==> src/rtl/hazard_ctrl_unit.sv <==
// Pipeline hazard controller: EX/MEM/WB destination scoreboard, stall/flush decision, stall counter.
// Define HAZ_FORWARD_EN when the forwarding network exists; then only load-use against EX stalls.
module hazard_ctrl_unit #(
  parameter int REG_AW = 5,
  parameter int CNT_W  = 16
) (
  input  logic              clk_i,
  input  logic              rst_n,
  input  logic              id_valid_i,
  input  logic [REG_AW-1:0] id_rs_i,
  input  logic [REG_AW-1:0] id_rt_i,
  input  logic              id_uses_rs_i,
  input  logic              id_uses_rt_i,
  input  logic [REG_AW-1:0] id_dst_i,
  input  logic              id_regwrite_i,
  input  logic              id_memread_i,
  input  logic              ex_redirect_i,
  output logic              pc_write_o,
  output logic              ifid_write_o,
  output logic              ifid_flush_o,
  output logic              idex_enable_o,
  output logic              stall_o,
  output logic [CNT_W-1:0]  stall_cnt_o
);

  typedef struct packed {
    logic              valid;
    logic [REG_AW-1:0] dst;
    logic              regwrite;
    logic              memread;
  } slot_t;

  slot_t ex_q, mem_q, wb_q, ex_d;
  logic  hz_ex, hz_mem, hz_wb, hazard;

  // The WB slot is the end of the line; its load flag is carried only for symmetry.
  logic unused_wb_memread;
  assign unused_wb_memread = wb_q.memread;

  function automatic logic src_match(input slot_t s,
                                     input logic uses_rs, input logic [REG_AW-1:0] rs,
                                     input logic uses_rt, input logic [REG_AW-1:0] rt);
    logic live;
    live = s.valid && s.regwrite && (s.dst != '0);
    return live && ((uses_rs && (rs == s.dst)) || (uses_rt && (rt == s.dst)));
  endfunction

  always_comb begin
    hz_ex  = src_match(ex_q,  id_uses_rs_i, id_rs_i, id_uses_rt_i, id_rt_i);
    hz_mem = src_match(mem_q, id_uses_rs_i, id_rs_i, id_uses_rt_i, id_rt_i);
    hz_wb  = src_match(wb_q,  id_uses_rs_i, id_rs_i, id_uses_rt_i, id_rt_i);
`ifdef HAZ_FORWARD_EN
    hazard = id_valid_i && hz_ex && ex_q.memread;
`else
    hazard = id_valid_i && (hz_ex || hz_mem || hz_wb);
`endif
  end

  // NOTE: every output gets a default before the branches so no path leaves one unassigned (no latch).
  always_comb begin
    pc_write_o    = 1'b0;
    ifid_write_o  = 1'b0;
    ifid_flush_o  = 1'b0;
    idex_enable_o = 1'b0;
    stall_o       = 1'b0;
    if (!rst_n) begin
      // Controls stay quiet for the whole reset window.
    end else if (ex_redirect_i) begin
      pc_write_o   = 1'b1;
      ifid_write_o = 1'b1;
      ifid_flush_o = 1'b1;
    end else if (hazard) begin
      stall_o = 1'b1;
    end else begin
      pc_write_o    = 1'b1;
      ifid_write_o  = 1'b1;
      idex_enable_o = id_valid_i;
    end
  end

  // EX mirrors what ID/EX captures: a bubble whenever the enable is low.
  always_comb begin
    ex_d = '0;
    if (idex_enable_o) begin
      ex_d.valid    = id_valid_i;
      ex_d.dst      = id_dst_i;
      ex_d.regwrite = id_regwrite_i;
      ex_d.memread  = id_memread_i;
    end
  end

  // NOTE: sequential state uses non-blocking assignments so the EX->MEM->WB shift reads old values.
  always_ff @(posedge clk_i or negedge rst_n) begin
    if (!rst_n) begin
      ex_q        <= '0;
      mem_q       <= '0;
      wb_q        <= '0;
      stall_cnt_o <= '0;
    end else begin
      ex_q  <= ex_d;
      mem_q <= ex_q;
      wb_q  <= mem_q;
      if (stall_o && (stall_cnt_o != '1))
        stall_cnt_o <= stall_cnt_o + 1'b1;
    end
  end

endmodule

==> config.mk <==
export PLATFORM = sky130hd
export DESIGN_NAME = hazard_ctrl_unit
export DESIGN_NICKNAME = d
export VERILOG_FILES = /design/src/rtl/hazard_ctrl_unit.sv
export SDC_FILE = /design/constraint.sdc
export NUM_CORES = 1
export LEC_CHECK = 0
export BUFFER_PORTS_ARGS = -buffer_cell sky130_fd_sc_hd__buf_2
export CORE_MARGIN = 2
export CORE_UTILIZATION = 47
export CTS_CLUSTER_DIAMETER = 150
export DETAILED_ROUTE_END_ITERATION = 8
export HOLD_SLACK_MARGIN = 0.05
export PLACE_DENSITY_LB_ADDON = 0.2
export SYNTH_ARGS = -nofsm -noshare
export SYNTH_HDL_FRONTEND = slang
export SYNTH_SLANG_ARGS = --single-unit
==> constraint.sdc <==
create_clock -name clk_i -period 2.6 [get_ports clk_i]
set_clock_uncertainty 0.2 [all_clocks]
set_input_delay 0.52 -clock clk_i [delete_from_list [all_inputs] [get_ports clk_i]]
set_output_delay 0.52 -clock clk_i [all_outputs]
set_load 0.03 [all_outputs]
==> reports/metrics.csv, run 1 <==
stage,metric,value,unit
run_status,status,"complete, but fails checks",
run_status,failed_checks,negative setup slack,
cts,cts_sinks,37,
placed_design,gp_congestion,0.907,
yosys,synth_flop_cell,dfrtp_1,
yosys,synthDistinctLibCells,26,
floorplan,ios,44,
timing,fin_ws,-0.350,ns
worst_setup_path,cpPeakStageDelay,0.39,ns
worst_hold_path,hold_class,in -> async,
detailed_routing,drc,0,
detailed_routing,avgRoutedWirePerCell,14.5,um
worst_setup_path,cpMaxStageDelayCell,or3_1,
placed_design,place_area,2180,um^2
worst_setup_path,cp_data_arrival_time,2.23,ns
detailed_routing,via_per_inst,5.27,
power,switching_share,24.8,%
floorplan,die_width,66.0,um
global_route,antenna_found_initial,0,
detailed_routing,wirelength,3960,um
worst_setup_path,rr_startpoint,ex_q[4],
cts,cts_made_buffers,5,
floorplan,rows,22,
yosys,synthArstFlopShare,100,%
worst_setup_path,r2r_end,stall_cnt_o[11],
worst_setup_path,required,1.88,ns
timing,rsz0062_at_grt,yes,
worst_setup_path,ff2ff_setup_slack,0.02,ns
detailed_routing,dr_total_vias,1440,
cts,clock_path_buffers,2,
yosys,synth_edf_count,0,
job,drv_cap,0,
timing,period_minus_slack,2.95,ns
global_route,grt_pass1_vias,1373,
worst_setup_path,path_delay_family,compound AO/OA/AOI/OAI gates,
timing,worst_pin_slew,0.452,ns
yosys,syn_nets,187,
detailed_routing,final_antenna_net_count,0,
timing,finalSetupViolCount,4,
power,ir_worst_vdd,0.312,mV
cells_and_area,drive_gt1_share,33.3,%
power,p_int,0.824,mW
cts,clk_latency,0.29,ns
global_route,grt_overflow,0,
global_route,grt_pass1_wl,6330,um
placed_design,dpl.hpwl,2870,um
power,pwr_density_cell,472,nW/um^2
cts,clk_pin_slew_worst_paths,0.07,ns
yosys,avgSynthCellArea,11.1,um^2
detailed_routing,drtIter0Drc,52,
yosys,yosysSeqAreaShare,51.3,%
cells_and_area,area_growth,28.6,%
cells_and_area,diodes,0,
detailed_routing,drt_pass1_iterations,4,
floorplan,start_util,48.9,%
cells_and_area,design_area,2320,um^2
worst_setup_path,crit_chain,"or3_1, o311a_1, a222oi_1, buf_4, o31a_1, buf_6",
cts,root_buffer,clkbuf_8,
worst_setup_path,worstSetupStartpointType,register,
cells_and_area,final_cell_mix,"buf_2 (38), dfrtp_1 (37), xnor2_1 (29), buf_4 (19), xor2_1 (14)",
worst_setup_path,endpoint_kind,output pin,
yosys,synth-seq-cells,37,
cells_and_area,final_common_cell,buf_2,
floorplan,die_h,66.0,um
worst_setup_path,rr_worst_depth,11,
yosys,ys_warn_count,0,
timing,fmax,339,MHz
worst_setup_path,critPathMaxFanout,5,
timing,slew_headroom,69.9,%
global_route,grt_max_degree,38,
power,p_leak,1.21,nW
yosys,postSynthCellCount,163,
floorplan,fp.dieArea,4350,um^2
cts,htree_levels,2,
power,power.net_switching,0.272,mW
floorplan,core_area,3690,um^2
timing,hold_viol,0,
yosys,syn_area,1810,um^2
timing,min_period_over_period,113,%
worst_setup_path,critPathBufInv,2,
cts,cts_tree,yes,
timing,slew_viol_final,0,
worst_setup_path,startpoint,ex_q[4],
placed_design,io_buffers,42,
global_route,grt_usage,19.5,%
cells_and_area,finalNetCount,248,
power,clkPwrFrac,35.7,%
power,p_comb_share,10.4,%
worst_setup_path,critPathKind,reg -> out,
timing,whs,0.130,ns
power,seq_power_share,53.9,%
==> how the worst max path moves through the flow <==
stage / to / depth (start not counted) / slack [ns]
floorplan: pc_write_o / 6 / -0.55
global placement: pc_write_o / 6 / -0.17
detailed placement: ifid_write_o / 6 / -0.20
CTS: ifid_write_o / 6 / -0.33
global route: ifid_write_o / 6 / -0.47
finish: ifid_write_o / 6 / -0.35
==> synth_stat cells, drive strengths merged, types with 2 or more instances <==
cell	number	area, um^2
o311a	3	30.0
o22ai	3	18.8
nand2	11	41.3
buf	2	12.5
dfrtp	37	926
nor4	5	31.3
and4	2	17.5
clkbuf	4	15.0
and2	5	31.3
or3	3	18.8
and3	9	56.3
nor3b	2	15.0
nor3	8	40.0
xnor2	31	272
nand4	9	56.3
nand3	7	35.0
xor2	14	123
==> cells by family after synthesis <==
| family | after synthesis | synth area share (%) |
|---|---|---|
| and+or+nand+nor | 64 | 20.1 |
| xor gates and xnor gates | 45 | 21.8 |
| DFF | 37 | 51.3 |
| AOI/OAI and AO/OA | 8 | 3.74 |
| buffers and inverters | 7 | 1.73 |
| muxes | 1 | 0.624 |
| adders and majority gates | 1 | 0.693 |
==> flip-flops by register name, indices dropped and copies added (netlist names) <==
| name | cells |
|---|---|
| mem_q | 7 |
| ex_q | 7 |
| stall_cnt_o | 16 |
| wb_q | 7 |
==> through the flow <==
stage	setup TNS, ns	std cells	power, mW	utilization (%)	setup WS, ns
global route	-1.75	273	1.14	63.0	-0.473
CTS	-1.14	272	1.11	62.1	-0.333
floorplan	-1.32	163	0.656	-	-0.554
detailed placement	-0.642	264	0.710	59.0	-0.198
global placement	-0.529	264	0.706	59.0	-0.167
finish	-1.21	273	1.10	63.0	-0.350
==> layer usage <==
| layer | global-route usage, % | up-vias | wire length [um] |
|---|---|---|---|
| met5 | 0 | - | 0 |
| met4 | 8.67 | 0 | 80 |
| met3 | 5.45 | 9 | 240 |
| met2 | 30.2 | 50 | 1840 |
| met1 | 25.6 | 681 | 1790 |
| li1 | - | 700 | - |
==> layout make-up <==
cell class	instances	area, um^2
Timing Repair Buffer	60	367
Tap cell	48	60.1
Clock buffer	5	68.8
Multi-Input combinational cell	119	880
Sequential cell	37	926
Inverter	1	3.75
Fill cell	307	1370
Clock inverter	3	17.5
==> power by group through the flow <==
stage	combinational, mW	sequential (mW)	clock, mW
global placement	0.104	0.602	0
finish	0.114	0.591	0.392
global route	0.125	0.592	0.428
floorplan	0.0532	0.602	0
CTS	0.112	0.591	0.403
detailed placement	0.108	0.602	0
==> what timing repair did <==
| item | 4_1_cts | 5_1_grt |
|---|---|---|
| pin swaps | 4 | 4 |
| hold buffers | 0 | 0 |
| setup buffers | 1 | 1 |
| resized for setup | 8 | 4 |
| setup endpoints to repair | 4 | 5 |
No activity file was read; power rests on OpenSTA's default activity.
==> run 2, diff against run 1 <==
Settings changed: CORE_ASPECT_RATIO set to 0.7, CORE_UTILIZATION 47 to 49, CTS_BUF_LIST set to sky130_fd_sc_hd__clkbuf_2 sky130_fd_sc_hd__clkbuf_4 sky130_fd_sc_hd__clkbuf_8.
==> reports/metrics.csv, run 2 (synthesis results as in run 1) <==
stage,metric,value,unit,change
cells_and_area,area_growth,35.3,%,
timing,worst_pin_slew,0.337,ns,-0.115 ns
detailed_routing,top_layer,met4,,
power,p_leak,1.27,nW,+4.7%
global_route,antenna_found_initial,0,,unchanged
power,ir_worst_vdd,0.344,mV,+10%
timing,rsz0062_at_grt,yes,,
cells_and_area,drive_gt1_share,37.1,%,+3.7 points
cts,cts_tree,yes,,
cells_and_area,final_cell_mix,"buf_2 (38), dfrtp_1 (37), buf_4 (26), xnor2_1 (25), xor2_1 (14)",,
floorplan,rows,18,,-18%
placed_design,dpl.hpwl,3370,um,+17%
worst_setup_path,rr_worst_depth,10,,-1
placed_design,dp_slack,-0.131,ns,+0.0669 ns
cells_and_area,final_common_cell,buf_2,,
detailed_routing,dr_total_vias,1549,,+7.6%
worst_setup_path,required,1.88,ns,about the same
detailed_routing,wirelength,4800,um,+21%
detailed_routing,drtIter0Drc,88,,+69%
power,pwr_density_cell,443,nW/um^2,-6.2%
cts,root_buffer,clkbuf_8,,
floorplan,die_width,76.6,um,+16%
worst_hold_path,hold_class,reg -> reg,,
detailed_routing,via_per_inst,5.49,,+4.1%
detailed_routing,avgRoutedWirePerCell,17.0,um,+17%
cts,clk_latency,0.29,ns,about the same
worst_hold_path,holdPathStages,0,,
floorplan,die_h,54.8,um,-17%
detailed_routing,drt-met1-wl,2060,um,+15%
placed_design,io_buffers,42,,unchanged
cts,cts_sinks,37,,unchanged
detailed_routing,wl_met3,303,um,+26%
run_status,status,"complete, but fails checks",,
global_route,grt_pass1_wl,7290,um,+15%
worst_setup_path,cp_data_arrival_time,2.23,ns,about the same
cts,clock_path_buffers,2,,unchanged
global_route,grt_max_degree,28,,-26%
timing,min_period_over_period,113,%,-0.17 points
worst_setup_path,critPathMaxFanout,4,,-1
timing,period_minus_slack,2.95,ns,-0.00453 ns
run_status,failed_checks,negative setup slack,,
cts,clk_pin_slew_worst_paths,0.07,ns,about the same
detailed_routing,final_antenna_net_count,0,,unchanged
global_route,grt_usage,23.9,%,+4.4 points
timing,fmax,339,MHz,+0.15%
detailed_routing,drc,0,,unchanged
floorplan,start_util,51.1,%,+2.1 points
cts,cts_made_buffers,5,,unchanged
placed_design,gp_congestion,0.927,,+2.1%
global_route,grt_overflow,0,,unchanged
timing,finalSetupViolCount,4,,unchanged
cells_and_area,finalNetCount,257,,+3.6%
cells_and_area,largest_reg_flops,16,,unchanged
worst_setup_path,critPathKind,reg -> out,,
worst_setup_path,endpoint_kind,output pin,,
timing,fin_ws,-0.346,ns,+0.00453 ns
cts,htree_levels,2,,unchanged
floorplan,ios,44,,unchanged
detailed_routing,wl_met2,2360,um,+28%
cells_and_area,fin_util,69.1,%,+6.2 points
job,drv_cap,0,,unchanged
cells_and_area,diodes,0,,unchanged
floorplan,fp.dieArea,4190,um^2,-3.7%
timing,hold_viol,0,,unchanged
timing,slew_headroom,77.3,%,+7.4 points
cells_and_area,regMostFlops,stall_cnt_o,,
worst_setup_path,worstSetupStartpointType,register,,
detailed_routing,drt_pass1_iterations,4,,unchanged
global_route,grt_pass1_vias,1546,,+13%
floorplan,core_area,3540,um^2,-4.1%
power,fin_total_pwr,1.08,mW,-1.3%
timing,slew_viol_final,0,,unchanged
run 2: changes by cell type in the layout (fill, tap and decap cells not counted), sizes merged:
cell / change
clkinv: -1
dlygate4sd3: +1
buf: +8
clkinvlp: -1
run 2: worst max-delay path: stages, from the launching register on:
cell	delay [ns]
dfrtp_1	0.37
or3_1	0.38
o311a_1	0.33
a222oi_1	0.32
buf_4	0.20
o31a_1	0.17
buf_4	0.17
run 2: final cells by class:
| class | count | area [um^2] |
|---|---|---|
| fill | 291 | 1090 |
| multi-input combinational | 119 | 933 |
| sequential | 37 | 926 |
| clock inverter | 1 | 5.00 |
| tap | 50 | 62.6 |
| clock buffer | 5 | 68.8 |
| inverter | 1 | 3.75 |
| timing repair buffer | 69 | 444 |
run 2: per-layer routing:
layer  GRT usage (%)  up-vias
met5               0        -
met4            10.3        0
met3            5.61       10
met2            42.3       61
met1            29.2      761
li1                -      717
run 2: what timing repair did:
action / in CTS / in global routing
pin swaps: 4 / 6
hold endpoints to repair: 10 / 0
buffers inserted: 2 / 7
endpoints found under the setup margin: 5 / 8
gates resized for setup: 10 / 14
hold buffers: 1 / 0
run 2: path summary, 6_finish.rpt:
kind / start / slack [ns] / end
max in group asynchronous: rst_n / 1.10 / ex_q[1]
min in group asynchronous: rst_n / 0.53 / stall_cnt_o[10]
hold reg to reg: mem_q[7] / 0.18 / wb_q[7]
setup reg to reg: ex_q[2] / 0.03 / stall_cnt_o[4]
setup / recovery: ex_q[2] / -0.35 / ifid_write_o
hold / removal: mem_q[7] / 0.18 / wb_q[7]
run 2: stage by stage:
step	hold WS [ns]	instance area (um^2)	TNS (ns)	cells
after floorplan	0.0244	1810	-1.32	163
after global placement	0.167	2190	-0.169	268
after detailed placement	0.166	2190	-0.290	268
after CTS	0.183	2330	-1.16	276
after global routing	0.201	2440	-1.78	282
final	0.179	2440	-1.24	282
run 2: power breakdown:
part	leakage [nW]	internal (mW)	switching, mW
Combinational	0.718	0.0607	0.0648
Sequential	0.511	0.584	0.00743
Clock	0.0399	0.176	0.189
Total	1.27	0.821	0.262
